==> src/rtl/host_frame_loader.sv <==
// Host upload frame parser: SYNC, LEN_H, LEN_L, payload, CSUM -> buffer writes.
// Answers each parsed frame with one ACK/NAK byte over the UART TX handshake.
module host_frame_loader #(
    parameter int         ADDR_W         = 11,
    parameter logic [7:0] SYNC_BYTE      = 8'hA5,
    parameter logic [7:0] ACK_BYTE       = 8'h06,
    parameter logic [7:0] NAK_BYTE       = 8'h15,
    parameter int         TIMEOUT_CYCLES = 5_000_000
) (
    input  logic              clk,
    input  logic              rst_n,
    input  logic [7:0]        rx_data,
    input  logic              rx_valid,
    input  logic              lock,
    input  logic              tx_busy,
    output logic [7:0]        tx_data,
    output logic              new_tx_data,
    output logic              wr_en,
    output logic [ADDR_W-1:0] wr_addr,
    output logic [7:0]        wr_data,
    output logic [ADDR_W:0]   byte_count,
    output logic              load_done,
    output logic              load_err
);

    localparam int TW = $clog2(TIMEOUT_CYCLES + 1);
    localparam logic [TW-1:0] TMR_LAST = TW'(TIMEOUT_CYCLES - 1);
    localparam logic [TW-1:0] TMR_ONE = TW'(1);
    localparam logic [ADDR_W:0] CNT_ONE = (ADDR_W + 1)'(1);
    localparam logic [ADDR_W:0] FULL_LEN = {1'b1, {ADDR_W{1'b0}}};

    typedef enum logic [2:0] {
        S_IDLE,
        S_LEN_H,
        S_LEN_L,
        S_DATA,
        S_CSUM,
        S_RESP
    } state_t;

    state_t state, state_next;

    logic [2:0]        len_h;
    logic [ADDR_W:0]   len;
    logic [ADDR_W:0]   cnt;
    logic [7:0]        sum;
    logic [TW-1:0]     tmr;
    logic              ack;

    logic              expired;
    logic              last_byte;
    logic [ADDR_W:0]   cnt_next;
    logic [7:0]        sum_next;
    logic [ADDR_W-1:0] len_raw;
    logic              fire;

    assign cnt_next   = cnt + CNT_ONE;
    assign sum_next   = sum + rx_data;
    assign len_raw    = ADDR_W'({len_h, rx_data});
    assign last_byte  = (cnt_next == len);
    assign expired    = (tmr == TMR_LAST);
    assign byte_count = cnt;

    always_comb begin
        state_next  = state;
        fire        = 1'b0;
        new_tx_data = 1'b0;
        tx_data     = 8'h00;
        load_done   = 1'b0;
        load_err    = 1'b0;
        unique case (state)
            S_IDLE: begin
                if (rx_valid && rx_data == SYNC_BYTE && !lock)
                    state_next = S_LEN_H;
            end
            S_LEN_H: begin
                if (rx_valid)
                    state_next = (|rx_data[7:3]) ? S_RESP : S_LEN_L;
                else if (expired)
                    state_next = S_RESP;
            end
            S_LEN_L: begin
                if (rx_valid)
                    state_next = S_DATA;
                else if (expired)
                    state_next = S_RESP;
            end
            S_DATA: begin
                if (rx_valid) begin
                    if (last_byte)
                        state_next = S_CSUM;
                end else if (expired) begin
                    state_next = S_RESP;
                end
            end
            S_CSUM: begin
                if (rx_valid || expired)
                    state_next = S_RESP;
            end
            S_RESP: begin
                if (!tx_busy) begin
                    fire       = 1'b1;
                    state_next = S_IDLE;
                end
            end
            default: state_next = S_IDLE;
        endcase
        // response strobe and its status pulse share one cycle
        if (fire) begin
            new_tx_data = 1'b1;
            tx_data     = ack ? ACK_BYTE : NAK_BYTE;
            load_done   = ack;
            load_err    = !ack;
        end
    end

    always_ff @(posedge clk) begin
        if (!rst_n) begin
            state   <= S_IDLE;
            len_h   <= '0;
            len     <= '0;
            cnt     <= '0;
            sum     <= '0;
            tmr     <= '0;
            ack     <= 1'b0;
            wr_en   <= 1'b0;
            wr_addr <= '0;
            wr_data <= '0;
        end else begin
            state <= state_next;
            wr_en <= 1'b0;
            // idle gap timer only runs while a frame is open
            if (state == S_IDLE || state == S_RESP)
                tmr <= '0;
            else
                tmr <= rx_valid ? '0 : tmr + TMR_ONE;
            unique case (state)
                S_IDLE: begin
                    if (state_next == S_LEN_H) begin
                        cnt <= '0;
                        sum <= '0;
                        ack <= 1'b0;
                    end
                end
                S_LEN_H: begin
                    if (rx_valid)
                        len_h <= rx_data[2:0];
                end
                S_LEN_L: begin
                    if (rx_valid) begin
                        len <= (len_raw == '0) ? FULL_LEN
                                               : {1'b0, len_raw};
                        cnt <= '0;
                        sum <= '0;
                    end
                end
                S_DATA: begin
                    if (rx_valid) begin
                        wr_en   <= 1'b1;
                        wr_addr <= cnt[ADDR_W-1:0];
                        wr_data <= rx_data;
                        cnt     <= cnt_next;
                        sum     <= sum_next;
                    end
                end
                S_CSUM: begin
                    if (rx_valid)
                        ack <= (sum_next == 8'h00);
                end
                default: ;
            endcase
        end
    end

endmodule
==> config.mk <==
export PLATFORM = sky130hd
export DESIGN_NAME = host_frame_loader
export DESIGN_NICKNAME = d
export VERILOG_FILES = /design/src/rtl/host_frame_loader.sv
export SDC_FILE = /design/constraint.sdc
export NUM_CORES = 1
export LEC_CHECK = 0
export CORE_ASPECT_RATIO = 0.75
export CORE_MARGIN = 8
export CORE_UTILIZATION = 40
export CTS_CLUSTER_SIZE = 8
export DETAILED_ROUTE_END_ITERATION = 7
export PLACE_DENSITY = 0.59
export SYNTH_ARGS = -nofsm -noshare
export SYNTH_HDL_FRONTEND = slang
export SYNTH_SLANG_ARGS = --single-unit
==> constraint.sdc <==
create_clock -name clk -period 2.5 [get_ports clk]
set_input_delay 0.375 -clock clk [delete_from_list [all_inputs] [get_ports clk]]
set_output_delay 0.375 -clock clk [all_outputs]
set_load 0.03 [all_outputs]
# Word level (Yosys, flattened, before mapping)
# Cells that the tools add are included.
[word_totals]
ff_bits = 82
in_bits = 13
wordCells = 76
[classes]
addsub = 3
n_eq_ne = 13
muxes = 30
bitwise_logic = 1
n_reduce_logical = 19
[op_table]
columns = ["operator", "count"]
rows = [
  ["2-to-1 mux 12 bit", 4],
  ["one-hot mux 12 bit (3 select lines)", 1],
  ["2-to-1 mux 3 bit", 9],
  ["2-to-1 mux 8 bit", 3],
  ["one-hot mux 8 bit (3 select lines)", 1],
  ["adder 23 x 1 -> 23 bit (second input constant)", 1],
  ["equality test 23 bit (second input constant)", 1],
  ["one-hot mux 3 bit (6 select lines)", 1],
  ["adder 12 x 1 -> 12 bit (second input constant)", 1],
  ["equality test 12 bit", 1],
  ["zero test 11 bit", 1],
  ["2-to-1 mux 5 bit", 2],
  ["adder 8 bit", 1],
  ["equality test 8 bit (second input constant)", 1],
  ["zero test 8 bit", 1],
  ["2-to-1 mux 1 bit", 8],
  ["AND reduction 2 bit", 4],
  ["equality test 3 x 1 -> 1 bit (second input constant)", 2],
  ["equality test 3 x 2 -> 1 bit (second input constant)", 2],
  ["equality test 3 bit (second input constant)", 2],
  ["!= test 2 bit (second input constant)", 3],
  ["OR reduction 5 bit", 1],
  ["AND reduction 4 bit", 1],
  ["zero test 3 bit", 1],
  ["10 further kinds", 13],
]

# Depth between registers and ports, before layout
# Gate-level depths: netlist of run 1.
[depth]
word_depth = 8
depth_mapped = 10
mapped_depth_nobuf = 8

# Least setup slack after synthesis of run 1
# Ideal clock, no wire load.
[synth_timing]
path_kind = "input -> register"
from = "input port rx_data[0]"
to = "register ack"
setup_time_ns = 0.087
t_arrival_ns = 2.079
required_ns = 2.413
slack_ns = 0.334
cell_stages = 8
path_cell_list = "ha_1 -> fa_1 -> a21o_1 -> a311o_1 -> a21oi_1 -> xor2_1 -> nand4_1 -> o31ai_1"
[synth_via]
elab_chain_cells = 8
word_cells_on_any_way = 12
[synth_rtl]
columns = ["element", "line", "rtl"]
rows = [
  ["start: declaration", "12", "input logic [7:0] rx_data,"],
  ["equality test 8 bit", "73", "if (rx_valid && rx_data == SYNC_BYTE && !lock)"],
  ["logical AND 1 bit (2 in series)", "73", ""],
  ["2-to-1 mux 3 bit", "73", ""],
  ["one-hot mux 3 bit (6 select lines)", "71", "unique case (state)"],
  ["equality test 3 x 1 -> 1 bit", "139", "if (state_next == S_LEN_H) begin"],
  ["!= test 2 x 1 -> 1 bit (no line)", "n/a", ""],
  ["AND reduction 3 bit (no line)", "n/a", ""],
  ["end signal: assignment", "168", "ack <= (sum_next == 8'h00);"],
  ["end: declaration", "48", "logic ack;"],
]
# Several ways; a longest one is shown, not always the timed one. The select of a mux whose other input is x is not followed.
# A chain may end at the register's enable or synchronous reset.

# Worst setup path after layout of run 1
[layout_timing]
from = "input port rx_data[0]"
to = "register sum[6]"
[layout_via]
elab_chain_cells = 8
word_cells_on_any_way = 11
[layout_rtl]
columns = ["element", "line", "rtl"]
rows = [
  ["equality test 8 bit", "73", ""],
  ["logical AND 1 bit (2 in series)", "73", ""],
  ["2-to-1 mux 3 bit", "73", ""],
  ["one-hot mux 3 bit (6 select lines)", "71", ""],
  ["equality test 3 x 1 -> 1 bit", "139", ""],
  ["!= test 2 x 1 -> 1 bit (no line)", "n/a", ""],
  ["AND reduction 4 bit (no line)", "n/a", ""],
  ["end signal: assignment", "163", "sum <= sum_next;"],
  ["end: declaration", "46", "logic [7:0] sum;"],
]
# Several ways; a longest one is shown, not always the timed one. The select of a mux whose other input is x is not followed.

==> results of run 1 <==
## per-stage QoR
| step | instances | power (mW) |
|---|---|---|
| final | 734 | 2.76 |
| after global routing | 734 | 2.85 |
| after CTS | 733 | 2.79 |
| after detailed placement | 717 | 1.44 |
| after global placement | 717 | 1.44 |
| after floorplan | 537 | 1.39 |
## cells in the mapped netlist (2+ instances only)
| library cell | instances | share of area |
|---|---|---|
| a211oi_1 | 2 | 0.0035 |
| buf_4 | 14 | 0.025 |
| xor2_1 | 22 | 0.045 |
| buf_2 | 14 | 0.016 |
| nand2_1 | 86 | 0.076 |
| a31oi_1 | 2 | 0.0029 |
| nand3b_1 | 2 | 0.0035 |
| o21ai_0 | 14 | 0.016 |
| a21o_1 | 4 | 0.0070 |
| nand2b_1 | 4 | 0.0059 |
| nor4_2 | 3 | 0.0088 |
| nand4_1 | 7 | 0.010 |
| mux2i_1 | 3 | 0.0070 |
| a21oi_1 | 58 | 0.068 |
| nor2b_1 | 7 | 0.010 |
| nor3b_1 | 3 | 0.0053 |
| o31ai_1 | 3 | 0.0053 |
| nor4_1 | 2 | 0.0029 |
| or3_1 | 3 | 0.0044 |
| and3_1 | 5 | 0.0073 |
| a22oi_1 | 2 | 0.0035 |
| nor2_1 | 63 | 0.055 |
| o311ai_0 | 2 | 0.0041 |
| or4_1 | 3 | 0.0053 |
| a2bb2oi_1 | 2 | 0.0041 |
| a32o_1 | 2 | 0.0047 |
| o21a_1 | 6 | 0.011 |
| a211o_1 | 2 | 0.0041 |
| clkbuf_1 | 10 | 0.0088 |
| a21boi_0 | 2 | 0.0035 |
| ha_1 | 9 | 0.026 |
| and4_1 | 2 | 0.0041 |
| xnor2_1 | 16 | 0.033 |
| nand4_2 | 2 | 0.0059 |
| and2_1 | 5 | 0.0073 |
| dfxtp_1 | 82 | 0.39 |
| nand3_1 | 20 | 0.023 |
| nor3_1 | 13 | 0.015 |
| inv_1 | 9 | 0.0079 |
## power breakdown
part	switching, mW	internal, mW
Clock	0.521	0.827
Combinational	0.0628	0.0458
Sequential	0.000112	1.31
Total	0.584	2.18
## routing by layer
metal | track usage | share of wire | up-vias
met5 | 0 | 0 | -
met4 | 0.0395 | 0.0064 | 0
met3 | 0.0583 | 0.083 | 6
met2 | 0.246 | 0.42 | 124
met1 | 0.225 | 0.49 | 1833
li1 | - | - | 1943
## sequential cells by signal (all words and copies together), names as in the netlist
| register | flops |
|---|---|
| tmr | 23 |
| byte_count | 12 |
| len | 12 |
| wr_addr | 11 |
| sum | 8 |
| wr_data | 8 |
| len_h | 3 |
| state | 3 |
| ack | 1 |
| wr_en | 1 |
## area by class of cell
| type | count | share of cell area |
|---|---|---|
| well taps | 136 | 0.0320 |
| flip-flops and latches | 82 | 0.308 |
| clock buffers | 12 | 0.0482 |
| inverters | 10 | 0.00705 |
| multi-input cells | 406 | 0.449 |
| clock inverters | 4 | 0.00940 |
| repair buffers | 84 | 0.146 |
## path summary, 6_finish.rpt
path,slack (ps),depth (start not counted),startpoint,end
worst max-delay path,110,10,rx_data[0],sum[6]$_SDFFE_PN0P_
worst min-delay path,450,2,wr_addr[4]$_SDFFE_PN0P_,wr_addr[4]$_SDFFE_PN0P_
worst max register to register,310,9,sum[0]$_SDFFE_PN0P_,sum[6]$_SDFFE_PN0P_
worst min register to register,450,2,wr_addr[4]$_SDFFE_PN0P_,wr_addr[4]$_SDFFE_PN0P_
## worst reg2reg max path, delay by kind of cell, from the launching register on
| kind | cells | cell delay, ps |
|---|---|---|
| buf+inv | 1 | 130 |
| fa+ha+maj | 2 | 540 |
| compound gates | 4 | 970 |
| simple gates | 1 | 80 |
| flops | 1 | 320 |
| xor+xnor | 1 | 100 |
## cell families after synthesis
group           after synthesis  share of synthesized area
fa+ha+maj                    10                     0.0311
compound gates              111                      0.161
other cells                   1                   0.000880
mux                           3                    0.00705
buf+inv                      49                     0.0614
simple gates                240                      0.275
xor+xnor                     38                     0.0781
flops                        82                      0.385
## timing repair
action                     in CTS  in global routing
hold buffers                    0                  0
resized for setup               0                  6
setup endpoints to repair       0                  3
buffers inserted                0                  1
==> results_dict.tcl, run 1 <==
set metrics [dict create \
    status "finished, final reports clean" \
    first_pass_iters 6 \
    critical-path-slowest-cell "clkdlybuf4s50_1" \
    finalHoldViolations 0 \
    crit_required_ps 2780 \
    layout.nets 616 \
    design_area_mm2 0.00532 \
    multiInputGateArea_mm2 0.00239 \
    cap_violations 0 \
    grt_antenna_before_repair 0 \
    seq_area_mm2 0.00164 \
    rsz0062_at_grt "false" \
    io_pins 56 \
    ys.flop_type "dfxtp_1" \
    setup_viol 0 \
    vias 3906 \
    cts_num_sinks 82 \
    finalWeightedCongestion 0.864 \
    drc 0 \
    cp_max_fo 2 \
    diodes 0 \
    hpwl_um 8510 \
    cp_top_family "compound AO/OA/AOI/OAI gates" \
    wirelength_um 11600 \
    rows 32 \
    drt_iter0_drc 231 \
    period_minus_slack_ps 2390 \
    die_height_um 105 \
    synth.cell_area_mm2 0.00426 \
    crit_path_end_kind "flip-flop" \
    fp.dieW_um 135 \
    cts_root_buffer "clkbuf_16" \
    ys_seq_area_frac 0.385 \
    initial_utilization 0.413 \
    worst-setup-path-type "in -> reg" \
    cts_inserted_buffers 9 \
    finalCritPeriodShare 0.958 \
    async_flop_share 0 \
    placement.cell_area_mm2 0.00499 \
    post-route-util 0.515 \
    n_fill_cell 980 \
    slew_violations 0 \
    avgSynthCellArea_um2 7.98 \
    p_per_area_mw_per_mm2 519 \
    drive_gt1_frac 0.120 \
    first_global_vias 3815 \
    ir_drop_v 0.000328 \
    clkLatencyLatePin_ps 340 \
    worst_path_largest_cell_delay_ps 450 \
    yosysWarnings 0 \
    leakage_nw 1.89 \
    synthCells 534 \
    path_cells "clkdlybuf4s50_1 -> ha_2 -> fa_2 -> a21o_1 -> a311o_1 -> a21oi_2 -> xor2_1 -> buf_4 -> o2bb2a_1 -> nor2_1" \
    syn2layout_area_growth_pct 24.9 \
    drt-wirelength-per-cell_um 15.8 \
    grt_overflow 0 \
    pre_cts_ws_ps -257 \
    layout_common_cells "nand2_1, dfxtp_1, nor2_1, a21oi_1, clkdlybuf4s50_1" \
    via_per_inst 5.32 \
    holdWs_ps 452 \
    hp-class "reg -> reg" \
    clockBufferDepth 2 \
    cts_max_level 3 \
    core_mm2 0.0103 \
    tns_ps 0 \
    grt_use_total 0.166 \
    cp-start-kind "input port" \
    final_common_cell "nand2_1" \
    ys_ff_latch 82 \
    grt_max_degree 55 \
    die-area_mm2 0.0142 \
    portBuffers 51 \
    max_freq_mhz 418 \
    ant_nets 0 \
    grt_pass1_wl_um 19200 \
    ys_types 63 \
    layout_setup_ws_ps 106 \
    clk_pin_slew_ps 60 \
    arrival_ps 2670 \
    clock-skew-final_ps 9.18 \
    synth_edf_count 0 \
    cts_tree "yes" \
    path_buf_inv 2 \
]
Power figures use the tool's default switching activity.
==> run 2: changes to the inputs <==
Settings changed: CAP_MARGIN set to 30, CTS_BUF_LIST set to sky130_fd_sc_hd__clkbuf_4.
==> run 2 against run 1 <==
  * Maximum frequency rose by 3.2%
  * Routed wire length down 1.1%
  * First-iteration DRC count increased by 15%
  * Cell area down 3.8%
  * Setup slack better by 73 ps
  * Clock-buffer cell count decreased by 2
  * Largest cell class unchanged
  * Hold slack improved by 9.5 ps
  * Cell count shrank 0.14%
  * Global-route usage is 0.21 points lower
  * Power fell by 21%
  * Via count is 0.64% higher
  * Critical path type unchanged
  * Clock power down 44%
==> results_dict.tcl, run 2 (synthesis results as in run 1) <==
set metrics [dict create \
    grt_use_total 0.164 \
    status "finished, final reports clean" \
    crit_required_ps 2860 \
    post-route-util 0.496 \
    worst-setup-path-type "in -> reg" \
    finalCritPeriodShare 0.928 \
    cts_inserted_buffers 9 \
    reg2reg_slack_ps 260 \
    fp.dieW_um 135 \
    vias 3931 \
    via_per_inst 5.36 \
    clkLatencyLatePin_ps 440 \
    period_minus_slack_ps 2320 \
    tns_ps 0 \
    placement.cell_area_mm2 0.00499 \
    initial_utilization 0.413 \
    p_per_area_mw_per_mm2 425 \
    crit_path_end_kind "flip-flop" \
    cap_violations 0 \
    slew_violations 0 \
    cp-start-kind "input port" \
    syn2layout_area_growth_pct 20.1 \
    grt_antenna_before_repair 0 \
    holdWs_ps 462 \
    final_cells 733 \
    place_inst 717 \
    rows 32 \
    drt-wirelength-per-cell_um 15.7 \
    finalWeightedCongestion 0.864 \
    drive_gt1_frac 0.111 \
    cts_max_level 3 \
    clock-skew-final_ps 12.9 \
    portBuffers 51 \
    largest_reg_flops 23 \
    n_fill_cell 998 \
    cts_num_sinks 82 \
    drt_iter0_drc 266 \
    core_mm2 0.0103 \
    die-area_mm2 0.0142 \
    finalHoldViolations 0 \
    multiInputGateArea_mm2 0.00238 \
    diodes 0 \
    r2r-end "ack$_SDFFE_PN0P_" \
    ir_drop_v 0.000296 \
    hp-class "reg -> reg" \
    arrival_ps 2680 \
    reg2reg_from "sum[0]$_SDFFE_PN0P_" \
    setup.worst_path.start "rx_data[0]" \
    die_height_um 105 \
    clk_pin_slew_ps 120 \
    leakage_nw 1.79 \
    grt_overflow 0 \
    r2r_cells 8 \
    seq_area_mm2 0.00164 \
    setup_viol 0 \
    io_pins 56 \
    wirelength_um 11500 \
    max_freq_mhz 431 \
    design_area_mm2 0.00512 \
    ant_nets 0 \
    cp_max_fo 2 \
    grt_max_degree 55 \
    drc 0 \
    cts_root_buffer "clkbuf_4" \
    crit_end "ack$_SDFFE_PN0P_" \
    rsz0062_at_grt "false" \
    layout_common_cells "nand2_1, dfxtp_1, nor2_1, a21oi_1, clkdlybuf4s50_1" \
    cts_tree "yes" \
    final_common_cell "nand2_1" \
    grt_pass1_wl_um 19100 \
    first_pass_iters 5 \
    clockBufferDepth 2 \
    hpwl_um 8510 \
    layout.nets 615 \
    first_global_vias 3792 \
    max_flop_register "tmr" \
]
run 2: changes by cell type in the layout (fill, tap and decap cells not counted), sizes merged:
cell / change
dlygate4sd2: +2
clkbuf: -2
dlymetal6s2s: -2
buf: -1
clkinv: +2
run 2: final cells by class:
cell class              instances  area share
multi-input cells             406       0.464
well taps                     136      0.0332
clock buffers                  10      0.0147
inverters                      10     0.00733
repair buffers                 83       0.149
flip-flops and latches         82       0.321
clock inverters                 6      0.0112
run 2: how the worst min path moves through the flow:
| stage | slack, ps | end | cells past startpoint | start |
|---|---|---|---|---|
| 6_report | 460 | wr_data[7]$_SDFFE_PN0P_ | 2 | wr_data[7]$_SDFFE_PN0P_ |
| 5_1_grt | 480 | wr_data[4]$_SDFFE_PN0P_ | 2 | wr_data[4]$_SDFFE_PN0P_ |
| 4_1_cts | 460 | wr_data[7]$_SDFFE_PN0P_ | 2 | wr_data[7]$_SDFFE_PN0P_ |
| 3_5_place_dp | 450 | wr_data[7]$_SDFFE_PN0P_ | 2 | wr_data[7]$_SDFFE_PN0P_ |
| 3_3_place_gp | 440 | wr_addr[8]$_SDFFE_PN0P_ | 2 | wr_addr[8]$_SDFFE_PN0P_ |
| 2_1_floorplan | 430 | tmr[0]$_SDFF_PP0_ | 1 | tmr[0]$_SDFF_PP0_ |
run 2: report_power, final:
part           internal [mW]  total (mW)  switching [mW]
registers               1.31        1.31        0.000115
clock network          0.308       0.761           0.453
logic                 0.0445       0.106          0.0619
total                   1.66        2.17           0.515
run 2: critical path, stage by stage:
cell             delay, ps
clkdlybuf4s50_1        440
ha_1                   250
fa_1                   410
a21o_1                 190
a311o_1                350
a21oi_1                180
xor2_1                 190
nand4_1                100
o31ai_1                200
run 2: layer usage:
layer,vias to the layer above,wire (um),GRT usage
li1,1952,-,-
met1,1852,5660,0.224
met2,114,4800,0.242
met3,13,911,0.0512
met4,0,123,0.0458
met5,-,0,0
run 2: what timing repair did:
item	CTS	global route
resized for setup	2	0
endpoints found under the setup margin	2	0
hold buffers	0	0
setup buffers	0	0
run 2: metrics by stage:
step                      setup slack (ps)  power, mW
after floorplan                        334       1.39
final                                  179       2.17
after global routing                  42.5       2.25
after detailed placement              -257       1.44
after global placement                -265       1.44
after CTS                              220       2.20
==> run 3: changes to the inputs <==
Settings changed: CTS_CLUSTER_SIZE 8 to 12, SETUP_SLACK_MARGIN set to 0.15.
==> run 3 against run 2 <==
  * Register-to-register slack gained 40 ps
  * Clock-buffer cell count is the same
  * Hold slack lost 0.72 ps
  * Flip-flop and latch count is the same
  * Clock skew grew 1.5 ps
  * Sequential power is essentially flat
  * Utilization grew 0.17 points
  * Sequential share of layout area shrank 0.085 points
  * Clock power is essentially flat
  * Non-clock buffer count grew 1
  * Maximum frequency grew 1.9%
  * Critical path type unchanged
  * Highest routed layer unchanged
==> results_dict.tcl, run 3 (synthesis results as in run 1) <==
set metrics [dict create \
    ir_drop_v 0.000296 \
    hpwl_um 8510 \
    drt_iter0_drc 265 \
    comb_power_share 0.050 \
    first_pass_iters 5 \
    grt_use_total 0.164 \
    cp_max_fo 2 \
    holdWs_ps 461 \
    drive_gt1_frac 0.119 \
    grt_pass1_wl_um 19100 \
    clockBufferDepth 2 \
    layout.nets 616 \
    holdCritStartpoint "wr_data[7]$_SDFFE_PN0P_" \
    setup_viol 0 \
    io_pins 56 \
    cts_root_buffer "clkbuf_4" \
    diodes 0 \
    r2r_cells 9 \
    reg2reg_from "sum[0]$_SDFFE_PN0P_" \
    core_mm2 0.0103 \
    period_minus_slack_ps 2280 \
    hold_end "wr_data[7]$_SDFFE_PN0P_" \
    clkLatencyLatePin_ps 440 \
    finalHoldViolations 0 \
    finalCritPeriodShare 0.911 \
    clock-skew-final_ps 14.5 \
    cts_inserted_buffers 9 \
    first_global_vias 3792 \
    arrival_ps 2670 \
    die_height_um 105 \
    p_sw_frac 0.237 \
    portBuffers 51 \
    r2r-end "sum[6]$_SDFFE_PN0P_" \
    crit_path_end_kind "flip-flop" \
    syn2layout_area_growth_pct 20.6 \
    die-area_mm2 0.0142 \
    final_common_cell "nand2_1" \
    crit_required_ps 2890 \
    grt_overflow 0 \
    rsz0062_at_grt "true" \
    clk_pin_slew_ps 130 \
    drt-wirelength-per-cell_um 15.7 \
    clkPwrFrac 0.350 \
    max_flop_register "tmr" \
    power_mw 2.18 \
    grt_antenna_before_repair 0 \
    min_path_cells 2 \
    cts_max_level 3 \
    intPower_mw 1.66 \
    hp-class "reg -> reg" \
    pwr-share-seq 0.600 \
    drc 0 \
    worst-setup-path-type "in -> reg" \
    tns_ps 0 \
    post-route-util 0.497 \
    vias 3903 \
    cp-start-kind "input port" \
    grt_max_degree 55 \
    slew_violations 0 \
    status "finished, final reports clean" \
    max_freq_mhz 439 \
    p_per_area_mw_per_mm2 424 \
    cts_num_sinks 82 \
    largest_reg_flops 23 \
    switchingPower_uw 516 \
    cts_tree "yes" \
    layout_common_cells "nand2_1, dfxtp_1, nor2_1, a21oi_1, clkdlybuf4s50_1" \
    n_fill_cell 997 \
    layout_setup_ws_ps 223 \
    rows 32 \
    leakage_nw 1.79 \
    fp.dieW_um 135 \
    via_per_inst 5.32 \
    initial_utilization 0.413 \
    wirelength_um 11500 \
    reg2reg_slack_ps 300 \
    finalWeightedCongestion 0.864 \
    cap_violations 0 \
    pre_cts_ws_ps -257 \
    ant_nets 0 \
]
==> run 3: worst max-delay path, stage by stage <==
cell             delay [ps]
clkdlybuf4s50_1         440
ha_2                    220
fa_2                    350
a21o_1                  180
a311o_1                 360
a21oi_2                 160
xor2_1                  100
buf_4                   130
o2bb2a_1                270
nor2_1                   80
==> run 3: repair_timing <==
action | in CTS | in global routing
setup endpoints to repair | 2 | 3
resized for setup | 2 | 4
gates cloned | 0 | 0
pin swaps | 0 | 2
hold buffers | 0 | 0
setup buffers | 0 | 1
==> run 3: metal layers <==
layer | global-route usage | routed length, um
met5 | 0 | 0
met4 | 0.0458 | 113
met3 | 0.0512 | 930
met1 | 0.224 | 5650
met2 | 0.242 | 4830
==> run 3: power groups by stage <==
| stage | Combinational [mW] | Clock, mW | Sequential, mW |
|---|---|---|---|
| 2_1_floorplan | 0.0518 | 0 | 1.34 |
| 6_report | 0.108 | 0.761 | 1.31 |
| 5_1_grt | 0.116 | 0.833 | 1.31 |
| 4_1_cts | 0.106 | 0.792 | 1.31 |
| 3_5_place_dp | 0.106 | 0 | 1.34 |
| 3_3_place_gp | 0.106 | 0 | 1.34 |
==> run 3: how the worst max path moves through the flow <==
stage,from,endpoint,cells after the start
3_3_place_gp,rx_data[0],ack$_SDFFE_PN0P_,9
2_1_floorplan,rx_data[0],ack$_SDFFE_PN0P_,8
6_report,rx_data[0],sum[6]$_SDFFE_PN0P_,10
5_1_grt,rx_data[0],ack$_SDFFE_PN0P_,9
4_1_cts,rx_data[0],ack$_SDFFE_PN0P_,9
3_5_place_dp,rx_data[0],ack$_SDFFE_PN0P_,9
==> run 3: cell type report <==
type,instances,area [um2],share of cell area
Multi-Input combinational cell,406,2390,0.464
Sequential cell,82,1640,0.320
Timing Repair Buffer,84,768,0.150
Tap cell,136,170,0.0331
Clock buffer,10,75.1,0.0146
Clock inverter,6,57.6,0.0112
Inverter,10,37.5,0.00731
==> run 3: stage by stage <==
stage / instance area, um2 / cells
2_1_floorplan: 4270 / 537
3_5_place_dp: 4990 / 717
6_report: 5140 / 734
4_1_cts: 5120 / 733
3_3_place_gp: 4990 / 717
5_1_grt: 5140 / 734
